`config.mk`:
```
export PLATFORM = sky130hd
export DESIGN_NAME = alu_seq_ctrl
export DESIGN_NICKNAME = d
export VERILOG_FILES = /design/src/rtl/alu_seq_pkg.sv /design/src/rtl/mul_step_counter.sv /design/src/rtl/alu_seq_ctrl.sv
export SDC_FILE = /design/constraint.sdc
export NUM_CORES = 1
export LEC_CHECK = 0
export ABC_AREA = 1
export CORE_MARGIN = 2
export CORE_UTILIZATION = 43
export DETAILED_ROUTE_END_ITERATION = 7
export PLACE_DENSITY = 0.85
export SLEW_MARGIN = 5
export SYNTH_ARGS = -nofsm -noshare
export SYNTH_HDL_FRONTEND = slang
export SYNTH_SLANG_ARGS = --single-unit
```
`constraint.sdc`:
```
create_clock -name clk -period 1.3 [get_ports clk]
set_input_delay 0.13 -clock clk [delete_from_list [all_inputs] [get_ports clk]]
set_output_delay 0.13 -clock clk [all_outputs]
set_load 0.02 [all_outputs]
```
`src/rtl/alu_seq_pkg.sv`:
```
// alu_seq_pkg: funct codes, FSM state encoding and decode helpers for the ALU sequencer
package alu_seq_pkg;

    localparam logic [5:0] FN_AND   = 6'b100100;
    localparam logic [5:0] FN_OR    = 6'b100101;
    localparam logic [5:0] FN_ADD   = 6'b100000;
    localparam logic [5:0] FN_SUB   = 6'b100010;
    localparam logic [5:0] FN_SLT   = 6'b101010;
    localparam logic [5:0] FN_SLL   = 6'b000000;
    localparam logic [5:0] FN_MULTU = 6'b011001;
    localparam logic [5:0] FN_MFHI  = 6'b010000;
    localparam logic [5:0] FN_MFLO  = 6'b010010;

    typedef enum logic [2:0] {
        ST_IDLE     = 3'd0,
        ST_SINGLE   = 3'd1,
        ST_MUL_LOAD = 3'd2,
        ST_MUL_RUN  = 3'd3,
        ST_HILO_WR  = 3'd4,
        ST_DONE     = 3'd5
    } state_e;

    function automatic logic is_alu_op(input logic [5:0] f);
        return f inside {FN_AND, FN_OR, FN_ADD, FN_SUB, FN_SLT};
    endfunction

    function automatic logic is_hilo_read(input logic [5:0] f);
        return f inside {FN_MFHI, FN_MFLO};
    endfunction

    // Codes that finish in one working cycle: ALU, shifter, or a HI/LO read through the MUX
    function automatic logic is_single_op(input logic [5:0] f);
        return is_alu_op(f) || f == FN_SLL || is_hilo_read(f);
    endfunction

endpackage

```
`src/rtl/mul_step_counter.sv`:
```
// mul_step_counter: counts multiplier shift-add steps and flags the final one
module mul_step_counter
    import alu_seq_pkg::*;
#(
    parameter int MUL_CYCLES = 32,
    parameter int CNT_W      = 6
) (
    input  logic             clk,
    input  logic             reset,
    input  logic             clear,
    input  logic             inc,
    output logic [CNT_W-1:0] count,
    output logic             last
);

    localparam logic [CNT_W-1:0] LAST_VAL = CNT_W'(MUL_CYCLES - 1);

    logic [CNT_W-1:0] count_d, count_q;

    assign last  = count_q == LAST_VAL;
    assign count = count_q;

    // Saturate at the final step so the count never wraps while stepping
    always_comb begin
        count_d = clear ? '0 : (inc && !last) ? count_q + CNT_W'(1) : count_q;
    end

    // Step count register
    always_ff @(posedge clk or negedge reset) begin
        if (!reset) count_q <= '0;
        else        count_q <= count_d;
    end

endmodule

```
`src/rtl/alu_seq_ctrl.sv`:
```
// alu_seq_ctrl: multi-cycle sequencer driving ALU, shifter, MULTU multiplier, HI/LO and output MUX
module alu_seq_ctrl
    import alu_seq_pkg::*;
#(
    parameter int MUL_CYCLES = 32,
    parameter int CNT_W      = 6
) (
    input  logic       clk,
    input  logic       reset,
    input  logic       in_valid,
    input  logic [5:0] in_funct,
    output logic       in_ready,
    input  logic       flush,
    output logic       alu_en,
    output logic       shift_en,
    output logic       mul_load,
    output logic       mul_step,
    output logic       hilo_we,
    output logic [5:0] mux_signal,
    output logic       done,
    output logic       illegal,
    output logic       busy
);

    state_e           state_d, state_q;
    logic [5:0]       op_d, op_q;
    logic             illegal_d, illegal_q;
    logic             accept;
    logic             cnt_clear;
    logic             cnt_last;
    logic [CNT_W-1:0] step_cnt;

    assign in_ready  = state_q == ST_IDLE && !flush;
    assign accept    = in_valid && in_ready;
    assign cnt_clear = state_q != ST_MUL_RUN || flush;

    mul_step_counter #(
        .MUL_CYCLES(MUL_CYCLES),
        .CNT_W     (CNT_W)
    ) u_cnt (
        .clk  (clk),
        .reset(reset),
        .clear(cnt_clear),
        .inc  (mul_step),
        .count(step_cnt),
        .last (cnt_last)
    );

    // Next state and request capture; flush overrides every transition
    always_comb begin
        state_d   = state_q;
        op_d      = op_q;
        illegal_d = illegal_q;
        case (state_q)
            ST_IDLE: begin
                if (accept) begin
                    op_d      = in_funct;
                    illegal_d = !(is_single_op(in_funct) || in_funct == FN_MULTU);
                    state_d   = is_single_op(in_funct) ? ST_SINGLE :
                                in_funct == FN_MULTU   ? ST_MUL_LOAD : ST_DONE;
                end
            end
            ST_SINGLE:   state_d = ST_DONE;
            ST_MUL_LOAD: state_d = ST_MUL_RUN;
            ST_MUL_RUN:  state_d = cnt_last ? ST_HILO_WR : ST_MUL_RUN;
            ST_HILO_WR:  state_d = ST_DONE;
            ST_DONE:     state_d = ST_IDLE;
            default:     state_d = ST_IDLE;
        endcase
        if (flush) state_d = ST_IDLE;
    end

    // Moore strobes decoded from the current state only
    always_comb begin
        alu_en     = state_q == ST_SINGLE && is_alu_op(op_q);
        shift_en   = state_q == ST_SINGLE && op_q == FN_SLL;
        mul_load   = state_q == ST_MUL_LOAD;
        mul_step   = state_q == ST_MUL_RUN;
        hilo_we    = state_q == ST_HILO_WR;
        done       = state_q == ST_DONE;
        illegal    = state_q == ST_DONE && illegal_q;
        busy       = state_q != ST_IDLE;
        mux_signal = state_q == ST_IDLE ? 6'b000000 : op_q;
    end

    // State and latched request registers
    always_ff @(posedge clk or negedge reset) begin
        if (!reset) begin
            state_q   <= ST_IDLE;
            op_q      <= '0;
            illegal_q <= 1'b0;
        end else begin
            state_q   <= state_d;
            op_q      <= op_d;
            illegal_q <= illegal_d;
        end
    end

    // The step counter must never pass the final step
    assert property (@(posedge clk) disable iff (!reset) step_cnt <= CNT_W'(MUL_CYCLES - 1));

endmodule

```
==> impl_metrics.tcl, run 1 <==
set metrics [dict create \
    die_area_um2 2711 \
    dp_slack_ns -0.4164 \
    synth_edf_count 0 \
    clk_pin_slew_ns 0.11 \
    start_util 0.4535 \
    max_slew_margin 0.7112 \
    p_leak_nw 0.9168 \
    drt-vias-per-instance 5.142 \
    cap_violations 0 \
    ys_ff_latch 16 \
    drtIter0Drc 21 \
    track_usage 0.2695 \
    p_sw_frac 0.4446 \
    violations "setup timing" \
    vdd_drop_max_v 0.001595 \
    antenna_cells 0 \
    power.switching_mw 1.693 \
    rsz0062_at_grt "true" \
    period_share 1.183 \
    synthDistinctLibCells 22 \
    final_util 0.8824 \
    synth.top_cell.area_share 0.4030 \
    grt_pass1_vias 1210 \
    tns_ns -4.329 \
    async_flop_share 1.000 \
    wl_um 3688 \
    p_seq_frac 0.200 \
    ctsLongestPathBuffers 2 \
    p_per_area_nw_per_um2 1970 \
    detail_route.wl_per_cell_um 15.90 \
    synth_area_leaders "dfrtp_1 40%, nor2_1 8.3%, nand2_1 7.9%" \
    root_buffer "clkbuf_4" \
    seq_area_frac_synth 0.4030 \
    skew_ns 0.003830 \
    hold_ws_ns 0.1493 \
    ant_nets 0 \
    startpoint_type "register" \
    cts_sinks 16 \
    synth_area_um2 993.5 \
    grt_start_max_net_pins 17 \
    synth_nets 140 \
    die_h_um 52.07 \
    grt_pass1_wl_um 5340 \
    portBuffers 24 \
    cts_tree "yes" \
    synth_flop_cell "dfrtp_1" \
    cts_htree_levels 1 \
    num_io_pins 25 \
    first_pass_iters 4 \
    nets 216 \
    setup_slack_ns -0.2375 \
    ctsHoldBuffers 0 \
    syn_area_per_cell_um2 7.701 \
    maxSlewViolCount 0 \
    fmaxAchievable_mhz 650.4 \
    end_kind "output port" \
    cts_buffers 3 \
    p_comb_frac 0.707 \
    synth_cells 129 \
    setup_violations 31 \
    yosysTopAreaCell "dfrtp_1" \
    core-area_um2 2191 \
    clk_latency_ns 0.29 \
    crit_path_max_fanout 2 \
    final_cells 232 \
    placed_cells 218 \
    dieWidth_um 52.07 \
    drive_gt1_frac 0.6078 \
    areaGrowthSynthToFinish_pct 94.58 \
    antenna_found_initial 0 \
    grt_overflow 0 \
    worst_pin_slew_ns 0.4318 \
    num_rows 17 \
    gp_congestion 0.7844 \
    vias 1193 \
    dp_hpwl_um 2157 \
    path_class "register to output port" \
    pwr-share-clk 0.092 \
    route.detailed.drc 0 \
    power.internal_mw 2.115 \
    crit_arrival_ns 1.41 \
    outcome "complete, but fails checks" \
    hp-class "primary input to asynchronous set/reset pin" \
    yosys_warnings 0 \
    final-hold-violation-count 0 \
    required_ns 1.17 \
    fin_crit_ns 1.537 \
]
[what timing repair did]
action | in CTS | in global routing
endpoints found under the setup margin | 29 | 31
buffers inserted | 4 | 5
pin swaps | 5 | 7
resized for setup | 118 | 29
cloned | 1 | 0
[registers in the layout, indices dropped and copies added, names as in the netlist]
signal / cells
state_q: 3
u_cnt.count: 6
illegal_q: 1
op_q: 6
[cell usage after synthesis (2+ instances only)]
library cell   n
nand3_1       11
o21ai_0        2
xor2_1         3
a21oi_1        9
nor2_1        22
nand4_1        2
nand2_4        2
inv_2          3
inv_1         18
nor3_1         4
o21ai_2        6
dfrtp_1       16
nor2_8         2
nand2_1       21
[power groups by stage]
stage | clock network (mW) | logic [mW] | registers [mW]
final | 0.352 | 2.69 | 0.763
after global routing | 0.367 | 2.82 | 0.773
after CTS | 0.337 | 2.43 | 0.735
after detailed placement | 0 | 2.02 | 0.724
after global placement | 0 | 1.95 | 0.719
after floorplan | 0 | 0.996 | 0.750
[per-layer routing]
| metal | global-route usage | up-vias | part of all wire | wire length [µm] |
|---|---|---|---|---|
| met5 | 0 | - | 0 | 0 |
| met4 | 0.1053 | 0 | 0.030 | 111 |
| met3 | 0.04885 | 10 | 0.025 | 93 |
| met2 | 0.5021 | 30 | 0.54 | 1996 |
| met1 | 0.2971 | 588 | 0.40 | 1487 |
| li1 | - | 565 | - | - |
[cells in the final DEF, fill, tap and decap left out, drive strengths merged, types with 2 or more instances in the layout]
master / count
a21oi: 9
inv: 22
clkdlybuf4s50: 9
xor2: 3
nand4: 2
nor2: 24
buf: 62
nand3: 11
o21ai: 9
dfrtp: 16
clkbuf: 4
nand2: 24
nor3: 4
[critical path, stage by stage (launching register included)]
cell       delay [ns]
dfrtp_1          0.44
inv_1            0.11
nand2_2          0.08
a2111oi_4        0.29
buf_4            0.20
[through the flow]
stage	area, µm²	power (mW)
floorplan	1036	1.747
global placement	1594	2.674
detailed placement	1594	2.745
CTS	1779	3.505
global route	1933	3.958
finish	1933	3.808
[cells by family after synthesis]
group	share of synthesized area
AOI/OAI and AO/OA	0.1297
xor gates and xnor gates	0.03527
adders and majority gates	0.01259
buffers and inverters	0.09949
DFF	0.4030
and+or+nand+nor	0.3199
[layout make-up]
type	instances	area [µm²]
Inverter	22	87.58
Tap cell	28	35.03
Multi-Input combinational cell	91	721.9
Timing Repair Buffer	71	651.9
Fill cell	108	257.7
Clock buffer	4	36.28
Sequential cell	16	400.4
[worst paths after layout]
kind | startpoint | endpoint | slack (ns) | cells after the start
setup / recovery | op_q[0] | alu_en | -0.24 | 4
hold / removal | reset | u_cnt.count[0] | 0.15 | 2
setup reg to reg | state_q[1] | op_q[1] | -0.15 | 10
hold reg to reg | illegal_q | illegal_q | 0.51 | 2
max in group asynchronous | reset | state_q[2] | 0.96 | 2
min in group clk | in_funct[5] | op_q[5] | 0.50 | 3
Power figures use the tool's default switching activity.
==> run 2: changes to the inputs <==
- HOLD_SLACK_MARGIN: not set -> 0.03
==> results of run 2 <==
Same layout as run 1: the final DEF is identical, and so are final timing and power.
